File: config.mk
export PLATFORM = sky130hd
export DESIGN_NAME = matmul_sequencer_flat
export DESIGN_NICKNAME = d
export VERILOG_FILES = /design/src/rtl/matmul_sequencer_if.sv /design/src/rtl/matmul_sequencer.sv /design/src/flat_wrapper.sv
export SDC_FILE = /design/constraint.sdc
export NUM_CORES = 1
export LEC_CHECK = 0
export CAP_MARGIN = 20
export CORE_UTILIZATION = 45
export DETAILED_ROUTE_END_ITERATION = 16
export GPL_TIMING_DRIVEN = 0
export HOLD_SLACK_MARGIN = 0.08
export PLACE_DENSITY = 0.78
export SLEW_MARGIN = 20
export SYNTH_ARGS = -nofsm -noshare
export SYNTH_HDL_FRONTEND = slang
export SYNTH_SLANG_ARGS = --single-unit
File: constraint.sdc
create_clock -name clk_i -period 2.2 [get_ports clk_i]
set_input_delay 0.33 -clock clk_i [delete_from_list [all_inputs] [get_ports clk_i]]
set_output_delay 0.33 -clock clk_i [all_outputs]
set_load 0.05 [all_outputs]
File: src/rtl/matmul_sequencer_if.sv
// matmul_sequencer_if: operand memory and multiplier bus between sequencer and datapath
interface matmul_sequencer_if #(
  parameter int DATA_WIDTH = 8,
  parameter int BUS_WIDTH  = 16,
  parameter int ADDR_WIDTH = 4
);
  localparam int MAX_DIM = BUS_WIDTH / DATA_WIDTH;
  localparam int NE      = MAX_DIM * MAX_DIM;
  logic                       mem_rd_o;
  logic [ADDR_WIDTH-1:0]      mem_addr_o;
  logic [BUS_WIDTH-1:0]       mem_rdata_i;
  logic                       mul_start_o;
  logic [2:0]                 mul_n_o;
  logic [2:0]                 mul_k_o;
  logic [2:0]                 mul_m_o;
  logic [NE*DATA_WIDTH-1:0]   a_matrix_o;
  logic [NE*DATA_WIDTH-1:0]   b_matrix_o;
  logic                       mul_finish_i;
  logic [NE*BUS_WIDTH-1:0]    mul_c_i;
  logic [NE-1:0]              mul_flags_i;
  modport master (
    output mem_rd_o, mem_addr_o, mul_start_o, mul_n_o, mul_k_o, mul_m_o, a_matrix_o, b_matrix_o,
    input  mem_rdata_i, mul_finish_i, mul_c_i, mul_flags_i
  );
  modport slave (
    input  mem_rd_o, mem_addr_o, mul_start_o, mul_n_o, mul_k_o, mul_m_o, a_matrix_o, b_matrix_o,
    output mem_rdata_i, mul_finish_i, mul_c_i, mul_flags_i
  );
endinterface

File: src/rtl/matmul_sequencer.sv
// matmul_sequencer: fetches operands, runs the multiplier under a watchdog, captures/accumulates the result
module matmul_sequencer #(
  parameter int DATA_WIDTH = 8,
  parameter int BUS_WIDTH  = 16,
  parameter int ADDR_WIDTH = 4
) (
  input  logic                  clk_i,
  input  logic                  rst_ni,
  input  logic                  go_i,
  input  logic [2:0]            n_dim_i,
  input  logic [2:0]            k_dim_i,
  input  logic [2:0]            m_dim_i,
  input  logic                  acc_i,
  output logic                  busy_o,
  output logic                  done_o,
  output logic                  err_o,
  matmul_sequencer_if.master    bus,
  output logic [(BUS_WIDTH/DATA_WIDTH)*(BUS_WIDTH/DATA_WIDTH)*BUS_WIDTH-1:0] res_o,
  output logic [(BUS_WIDTH/DATA_WIDTH)*(BUS_WIDTH/DATA_WIDTH)-1:0]           flags_o
);
  localparam int MAX_DIM = BUS_WIDTH / DATA_WIDTH;
  localparam int TIMEOUT = 4 * MAX_DIM + 4;
  localparam int NE      = MAX_DIM * MAX_DIM;
  localparam int CW      = $clog2(TIMEOUT + 1);
  typedef enum logic [1:0] {IDLE, LOAD, RUN, DONE} state_t;
  state_t                   state_q, state_d;
  logic [CW-1:0]            cnt_q, cnt_d;
  logic [2:0]               n_q, n_d, k_q, k_d, m_q, m_d;
  logic                     acc_q, acc_d, err_q, err_d;
  logic [NE*DATA_WIDTH-1:0] a_q, a_d, b_q, b_d;
  logic [NE*BUS_WIDTH-1:0]  res_q, res_d, sum;
  logic [NE-1:0]            flags_q, flags_d, ov;
  logic                     dims_ok;
  assign dims_ok = (n_dim_i != 3'd0) && (n_dim_i <= 3'(MAX_DIM)) &&
                   (k_dim_i != 3'd0) && (k_dim_i <= 3'(MAX_DIM)) &&
                   (m_dim_i != 3'd0) && (m_dim_i <= 3'(MAX_DIM));
  for (genvar e = 0; e < NE; e++) begin : g_acc
    assign sum[e*BUS_WIDTH +: BUS_WIDTH] = res_q[e*BUS_WIDTH +: BUS_WIDTH] + bus.mul_c_i[e*BUS_WIDTH +: BUS_WIDTH];
    assign ov[e] = (res_q[(e+1)*BUS_WIDTH-1] == bus.mul_c_i[(e+1)*BUS_WIDTH-1]) &&
                   (sum[(e+1)*BUS_WIDTH-1] != res_q[(e+1)*BUS_WIDTH-1]);
  end
  // next-state, operand capture and result capture
  always_comb begin
    state_d = state_q;
    cnt_d   = cnt_q;
    n_d     = n_q;
    k_d     = k_q;
    m_d     = m_q;
    acc_d   = acc_q;
    err_d   = 1'b0;
    a_d     = a_q;
    b_d     = b_q;
    res_d   = res_q;
    flags_d = flags_q;
    case (state_q)
      IDLE: if (go_i) begin
        if (dims_ok) begin
          state_d = LOAD;
          cnt_d   = '0;
          n_d     = n_dim_i;
          k_d     = k_dim_i;
          m_d     = m_dim_i;
          acc_d   = acc_i;
        end else err_d = 1'b1;
      end
      LOAD: begin
        cnt_d = cnt_q + CW'(1);
        for (int r = 0; r < MAX_DIM; r++) begin
          if (cnt_q == CW'(r + 1)) a_d[r*BUS_WIDTH +: BUS_WIDTH] = bus.mem_rdata_i;
          if (cnt_q == CW'(MAX_DIM + r + 1)) b_d[r*BUS_WIDTH +: BUS_WIDTH] = bus.mem_rdata_i;
        end
        if (cnt_q == CW'(2 * MAX_DIM)) begin
          state_d = RUN;
          cnt_d   = '0;
        end
      end
      RUN: begin
        cnt_d = cnt_q + CW'(1);
        if (bus.mul_finish_i) begin
          state_d = DONE;
          res_d   = acc_q ? sum : bus.mul_c_i;
          flags_d = bus.mul_flags_i | (acc_q ? ov : '0);
        end else if (cnt_q == CW'(TIMEOUT - 1)) begin
          state_d = IDLE;
          err_d   = 1'b1;
        end
      end
      default: state_d = IDLE;
    endcase
  end
  // state and datapath registers
  always_ff @(posedge clk_i or negedge rst_ni) begin
    if (!rst_ni) begin
      state_q <= IDLE;
      cnt_q   <= '0;
      n_q     <= '0;
      k_q     <= '0;
      m_q     <= '0;
      acc_q   <= 1'b0;
      err_q   <= 1'b0;
      a_q     <= '0;
      b_q     <= '0;
      res_q   <= '0;
      flags_q <= '0;
    end else begin
      state_q <= state_d;
      cnt_q   <= cnt_d;
      n_q     <= n_d;
      k_q     <= k_d;
      m_q     <= m_d;
      acc_q   <= acc_d;
      err_q   <= err_d;
      a_q     <= a_d;
      b_q     <= b_d;
      res_q   <= res_d;
      flags_q <= flags_d;
    end
  end
  assign busy_o          = state_q != IDLE;
  assign done_o          = state_q == DONE;
  assign err_o           = err_q;
  assign bus.mem_rd_o    = (state_q == LOAD) && (cnt_q < CW'(2 * MAX_DIM));
  assign bus.mem_addr_o  = bus.mem_rd_o ? ADDR_WIDTH'(cnt_q) : '0;
  assign bus.mul_start_o = state_q == RUN;
  assign bus.mul_n_o     = n_q;
  assign bus.mul_k_o     = k_q;
  assign bus.mul_m_o     = m_q;
  assign bus.a_matrix_o  = a_q;
  assign bus.b_matrix_o  = b_q;
  assign res_o           = res_q;
  assign flags_o         = flags_q;
endmodule

File: src/flat_wrapper.sv
// flat-port wrapper written by rule: the top's interface ports become plain ports
module matmul_sequencer_flat 
#(
  parameter int DATA_WIDTH = 8,
  parameter int BUS_WIDTH  = 16,
  parameter int ADDR_WIDTH = 4
)
  (clk_i, rst_ni, go_i, n_dim_i, k_dim_i, m_dim_i, acc_i, busy_o, done_o, err_o, res_o, flags_o, bus_mem_rd_o, bus_mem_addr_o, bus_mul_start_o, bus_mul_n_o, bus_mul_k_o, bus_mul_m_o, bus_a_matrix_o, bus_b_matrix_o, bus_mem_rdata_i, bus_mul_finish_i, bus_mul_c_i, bus_mul_flags_i);
  matmul_sequencer_if #(.DATA_WIDTH(DATA_WIDTH), .BUS_WIDTH(BUS_WIDTH), .ADDR_WIDTH(ADDR_WIDTH)) bus_i ();
  input  logic clk_i;
  input  logic rst_ni;
  input  logic go_i;
  input  logic [2:0] n_dim_i;
  input  logic [2:0] k_dim_i;
  input  logic [2:0] m_dim_i;
  input  logic acc_i;
  output logic busy_o;
  output logic done_o;
  output logic err_o;
  output logic [(BUS_WIDTH/DATA_WIDTH)*(BUS_WIDTH/DATA_WIDTH)*BUS_WIDTH-1:0] res_o;
  output logic [(BUS_WIDTH/DATA_WIDTH)*(BUS_WIDTH/DATA_WIDTH)-1:0] flags_o;
  output wire logic [$bits(bus_i.mem_rd_o)-1:0] bus_mem_rd_o;
  output wire logic [$bits(bus_i.mem_addr_o)-1:0] bus_mem_addr_o;
  output wire logic [$bits(bus_i.mul_start_o)-1:0] bus_mul_start_o;
  output wire logic [$bits(bus_i.mul_n_o)-1:0] bus_mul_n_o;
  output wire logic [$bits(bus_i.mul_k_o)-1:0] bus_mul_k_o;
  output wire logic [$bits(bus_i.mul_m_o)-1:0] bus_mul_m_o;
  output wire logic [$bits(bus_i.a_matrix_o)-1:0] bus_a_matrix_o;
  output wire logic [$bits(bus_i.b_matrix_o)-1:0] bus_b_matrix_o;
  input wire logic [$bits(bus_i.mem_rdata_i)-1:0] bus_mem_rdata_i;
  input wire logic [$bits(bus_i.mul_finish_i)-1:0] bus_mul_finish_i;
  input wire logic [$bits(bus_i.mul_c_i)-1:0] bus_mul_c_i;
  input wire logic [$bits(bus_i.mul_flags_i)-1:0] bus_mul_flags_i;
  assign bus_mem_rd_o = bus_i.mem_rd_o;
  assign bus_mem_addr_o = bus_i.mem_addr_o;
  assign bus_mul_start_o = bus_i.mul_start_o;
  assign bus_mul_n_o = bus_i.mul_n_o;
  assign bus_mul_k_o = bus_i.mul_k_o;
  assign bus_mul_m_o = bus_i.mul_m_o;
  assign bus_a_matrix_o = bus_i.a_matrix_o;
  assign bus_b_matrix_o = bus_i.b_matrix_o;
  assign bus_i.mem_rdata_i = bus_mem_rdata_i;
  assign bus_i.mul_finish_i = bus_mul_finish_i;
  assign bus_i.mul_c_i = bus_mul_c_i;
  assign bus_i.mul_flags_i = bus_mul_flags_i;
  matmul_sequencer #(.DATA_WIDTH(DATA_WIDTH), .BUS_WIDTH(BUS_WIDTH), .ADDR_WIDTH(ADDR_WIDTH)) u_core (.clk_i(clk_i), .rst_ni(rst_ni), .go_i(go_i), .n_dim_i(n_dim_i), .k_dim_i(k_dim_i), .m_dim_i(m_dim_i), .acc_i(acc_i), .busy_o(busy_o), .done_o(done_o), .err_o(err_o), .bus(bus_i), .res_o(res_o), .flags_o(flags_o));
endmodule
==> Word-level counts from Yosys, hierarchy flattened <==
Cells that the tools add are included.
{ "word_totals": {"regBits": 149, "input_bits": 98, "output_inout_bits": 150} }
{ "op_classes": {"add_sub_neg": 5, "n_lt_le_gt_ge": 4, "eq_ne": 20, "mux": 18, "bitwise": 1, "reduce_logical": 24} }
{ "ops": {"columns": ["op", "count"], "rows": [
  ["16-bit adder", 4],
  ["64-bit 2-to-1 mux", 1],
  ["4-bit 2-to-1 mux", 5],
  ["4-bit one-hot mux with 3 select lines", 1],
  ["3-bit nonzero test", 4],
  ["1-bit logical AND", 10],
  ["2-bit 2-to-1 mux", 5],
  ["2-bit AND reduction", 5],
  ["3-bit by 2-bit less-or-equal comparator with 1-bit output (second input constant)", 3],
  ["4-bit by 2-bit == test with 1-bit output (second input constant)", 2],
  ["2-bit one-hot mux with 3 select lines", 1],
  ["3-bit AND reduction", 2],
  ["4-bit by 1-bit adder with 4-bit output (second input constant)", 1],
  ["1-bit == test", 4],
  ["2-bit == test (second input constant)", 2],
  ["4-bit by 1-bit == test with 1-bit output (second input constant)", 1],
  ["4-bit by 3-bit == test with 1-bit output (second input constant)", 1],
  ["4-bit == test (second input constant)", 1],
  ["4-bit by 3-bit < comparator with 1-bit output (second input constant)", 1],
  ["1-bit 2-to-1 mux", 4],
  ["1-bit != test", 4],
  ["2-bit by 1-bit != test with 1-bit output (second input constant)", 2],
  ["4-bit OR", 1],
  ["4-bit AND reduction", 1],
  ["other kinds (6)", 6]
]} }

==> Longest topological paths before layout <==
{ "depth": {"word_depth": 9, "depth_mapped": 10, "ltp_nobuf": 10} }

==> Worst setup path after synthesis <==
Ideal clock, no wire load.
{ "synth_timing": {"path_type": "flip-flop to flip-flop", "start": "register u_core.state_q[1]", "end": "register u_core.a_q[10], in the netlist u_core.bus.a_matrix_o[10]", "arrival_ps": 3027, "t_required_ps": 2075, "path_slack_ps": -951, "path_stages_with_launch": 8, "cell_sequence": "dfrtp_1 inv_1 ha_1 nor3b_1 and2_1 buf_2 buf_2 mux2_2"} }
{ "synth_between": {"elab_chain_cells": 2} }
{ "synth_lines": {"columns": ["item", "line_no", "source"], "rows": [
  ["from (decl)", "matmul_sequencer.sv:26", "state_t state_q, state_d;"],
  ["from (signal assigned)", "matmul_sequencer.sv:106", "state_q <= state_d;"],
  ["2-bit by 1-bit == test with 1-bit output", "matmul_sequencer.sv:55", "case (state_q)"],
  ["2-bit AND reduction (no source line)", null, null],
  ["to (signal assigned)", "matmul_sequencer.sv:101", "a_q <= '0;"],
  ["to (signal assigned)", "matmul_sequencer.sv:113", "a_q <= a_d;"],
  ["to (decl)", "matmul_sequencer.sv:30", "logic [NE*DATA_WIDTH-1:0] a_q, a_d, b_q, b_d;"]
]} }
No other way between the ends.
A chain may end at the register's enable or synchronous reset.

==> Final worst setup path <==
{ "layout_timing": {"start": "register u_core.res_q[32], in the netlist u_core.res_o[32]", "end": "register u_core.res_q[44], in the netlist u_core.res_o[44]"} }
{ "layout_between": {"elab_chain_cells": 2} }
{ "layout_lines": {"columns": ["item", "line_no", "source"], "rows": [
  ["from (decl)", "matmul_sequencer.sv:31", "logic [NE*BUS_WIDTH-1:0] res_q, res_d, sum;"],
  ["from (signal assigned)", "matmul_sequencer.sv:115", "res_q <= res_d;"],
  ["16-bit adder", "matmul_sequencer.sv:38", "assign sum[e*BUS_WIDTH +: BUS_WIDTH] = res_q[e*BUS_WIDTH +: BUS_WIDTH] + bus.mul_c_i[e*BUS_WIDTH +: BUS_WIDTH] ..."],
  ["64-bit 2-to-1 mux", "matmul_sequencer.sv:81", "res_d = acc_q ? sum : bus.mul_c_i;"]
]} }
No other way between the ends.

==> out/results.tsv <==
metric	value	unit
path_depth	8	
finalCritPeriodShare	107	%
grt_use_total	27.9	%
synth_commonest_cells	dfrtp_1 (149), o21ai_0 (90), a21oi_1 (83)	
cts_max_level	4	
synthTopCellsByArea	dfrtp_1 (41%), ha_1 (9.4%), mux2_2 (8.4%)	
worst_slack	-0.145	ns
maxSlewHeadroom	40.8	%
setup_viol	7	
yosysMostFrequentCell	dfrtp_1	
reg2reg_to	u_core.res_o[44]$_DFFE_PN0P_	
routabilityCongestion	0.863	
clkSinkCount	149	
syn_inst	942	
clk_path_buf_depth	2	
cts_root_buffer	clkbuf_16	
max-vdd-ir-drop	0.893	mV
route.detailed.drc	0	
wl_per_cell	19.4	um
grt_pass1_vias	8612	
synth_edf_count	0	
clkTransAtPathRegs	0.07	ns
regToRegSetupSlack	-0.14	ns
critPathLaunch	u_core.res_o[32]$_DFFE_PN0P_	
seq_area_frac_synth	40.5	%
coreArea	0.0197	mm^2
worstPathCellList	ha_4 -> fa_2 -> a211oi_4 -> o211ai_1 -> a41o_1 -> a31oi_1 -> xor2_1 -> o21ai_1	
layout-drive-gt1-share	26.1	%
antenna_found_initial	0	
viasPerCell	5.70	
worst_slew_pin_slew	0.888	ns
syn-mean-instance-area	9.77	um^2
required	2.52	ns
grt_start_max_net_pins	84	
synth_area	0.00920	mm^2
synth_top_area_share	40.5	%
max_freq	427	MHz
crit_type	flip-flop to flip-flop	
start_kind	flip-flop	
die_x	145	um
cp-endpoint	u_core.res_o[44]$_DFFE_PN0P_	
critical_path_arrival	2.66	ns
crit_slowest_cell	dfrtp_2	
total_power	0.0234	W
tns	-0.521	ns
vias	8770	
synth_warnings	0	
skew	0.0128	ns
period_needed	2.34	ns
hold_viol_final	0	
initial_core_util	46.7	%
wl	29800	um
grt.overflow.total	0	
slew_viol_final	0	
endpoint_kind	flip-flop	
ant_nets	0	
rr_startpoint	u_core.res_o[32]$_DFFE_PN0P_	
status	finished with violations	
cts_tree	yes	
cpPeakStageDelay	0.43	ns
async_reset_ff_share	100	%
hold_path.class	primary input to flip-flop	
reg2regPathDepth	8	
fillerInstances	1450	
dieHeight	145	um
cp_top_family	compound AO/OA/AOI/OAI gates	
die-area	0.0210	mm^2
grt_pass1_wl	46400	um
yosysUniqueCellTypes	64	
synth_ff_type	dfrtp_1	
p_leak	6.12	nW
hpwlAfterDp	20200	um
ios	248	
ys_seq_elements	149	
power.density	1680	mW/mm^2
first_pass_iters	6	
numCtsBuffers	17	
drt_iter0_drc	568	
netlist.top_cell.by_area	dfrtp_1	
worstSkewPairLatency	0.44	ns
rows	51	
cap_violations	0	
layout.nets	1432	
area_delta_synth_final	51.2	%
critPathBufInv	0	
violations	negative setup slack	
rsz0062_at_grt	yes	
insertedDiodeCount	0	
portBuffers	245	
cp_max_fo	3	
==> metal layers <==
| layer | wire length [um] | vias to the layer above | track usage [%] | share of wire (%) |
|---|---|---|---|---|
| li1 | - | 4067 | - | - |
| met1 | 12600 | 4246 | 35.8 | 42 |
| met2 | 14300 | 378 | 45.3 | 48 |
| met3 | 1960 | 79 | 5.91 | 6.6 |
| met4 | 989 | 0 | 12.1 | 3.3 |
| met5 | 0 | - | 0 | 0 |
==> worst min-delay path by stage <==
stage / from / end / slack, ns / cells after the start
after floorplan: rst_ni / u_core.acc_q$_DFFE_PN0P_ / 0.03 / 0
after global placement: u_core.flags_o[0]$_DFFE_PN0P_ / u_core.flags_o[0]$_DFFE_PN0P_ / 0.48 / 2
after detailed placement: rst_ni / u_core.res_o[53]$_DFFE_PN0P_ / 0.38 / 1
after CTS: bus_mul_c_i[0] / u_core.res_o[0]$_DFFE_PN0P_ / 0.40 / 3
after global routing: bus_mul_c_i[17] / u_core.res_o[17]$_DFFE_PN0P_ / 0.40 / 3
final: bus_mul_c_i[33] / u_core.res_o[33]$_DFFE_PN0P_ / 0.35 / 3
==> worst reg2reg max path: stages (launching register included) <==
cell and delay (ns):
dfrtp_2 0.43, ha_4 0.16, fa_2 0.37, a211oi_4 0.32, o211ai_1 0.19, a41o_1 0.30, a31oi_1 0.23, xor2_1 0.16
o21ai_1 0.08
==> flip-flops by register name, indices dropped and copies added, names as in the netlist <==
register	flops
u_core.err_o	1
u_core.flags_o	4
u_core.bus.a_matrix_o	32
u_core.acc_q	1
u_core.bus.mul_k_o	3
u_core.state_q	2
u_core.res_o	64
u_core.bus.mul_n_o	3
u_core.cnt_q	4
u_core.bus.mul_m_o	3
u_core.bus.b_matrix_o	32
==> cell type report <==
type	count	area [um^2]	share of cell area [%]
Multi-Input combinational cell	734	5970	43.0
Sequential cell	149	3780	27.2
Timing Repair Buffer	300	2920	21.0
Clock buffer	17	425	3.06
Tap cell	265	332	2.38
Buffer	38	215	1.55
Clock inverter	15	180	1.30
Inverter	21	78.8	0.567
==> logic make-up (layout without fill, tap and decap cells) <==
logic type | after synthesis | count (layout) | share of synthesized area (%)
flops | 149 | 149 | 40.5
fa+ha+maj | 73 | 73 | 10.3
xor+xnor | 45 | 45 | 4.28
other cells | 1 | 2 | 0.0408
mux | 92 | 92 | 10.9
buf+inv | 60 | 391 | 2.63
simple gates | 234 | 234 | 12.0
compound gates | 288 | 288 | 19.3
==> cell usage in the layout, fill, tap and decap left out, types with 17 or more instances in the layout <==
master / instances
o21ai_0: 71
mux2_2: 69
a21oi_1: 71
clkbuf_16: 17
inv_1: 20
mux2i_1: 22
and3_1: 20
clkbuf_2: 17
buf_4: 53
a21o_1: 31
ha_4: 30
nand2_1: 80
nor2_1: 58
ha_1: 33
clkdlybuf4s50_1: 230
dfrtp_2: 39
dfrtp_1: 110
xnor2_1: 31
==> metrics by stage <==
step / worst slack, ns / instance area, um^2 / utilization [%] / instances / hold WS (ns)
floorplan: -0.0795 / 9530 / - / 943 / 0.0344
global placement: -6.17 / 12300 / 62.4 / 1453 / 0.482
detailed placement: -0.646 / 12300 / 62.6 / 1454 / 0.382
CTS: -0.195 / 13300 / 67.7 / 1507 / 0.399
global route: -0.203 / 13900 / 70.5 / 1539 / 0.395
finish: -0.145 / 13900 / 70.5 / 1539 / 0.348
==> power by group <==
group	internal (W)	switching, W	leakage (nW)	total, W
Sequential	0.00390	0.000932	1.80	0.00483
Clock	0.00163	0.00138	0.292	0.00301
Combinational	0.00630	0.00925	4.03	0.0155
==> what timing repair did <==
item	in CTS	in global routing
buffers inserted	22	32
pin swaps	34	56
setup endpoints to repair	84	70
hold buffers	1	0
endpoints found under the hold margin	82	0
gates resized for setup	83	71
(Power assumes the default switching activity.)
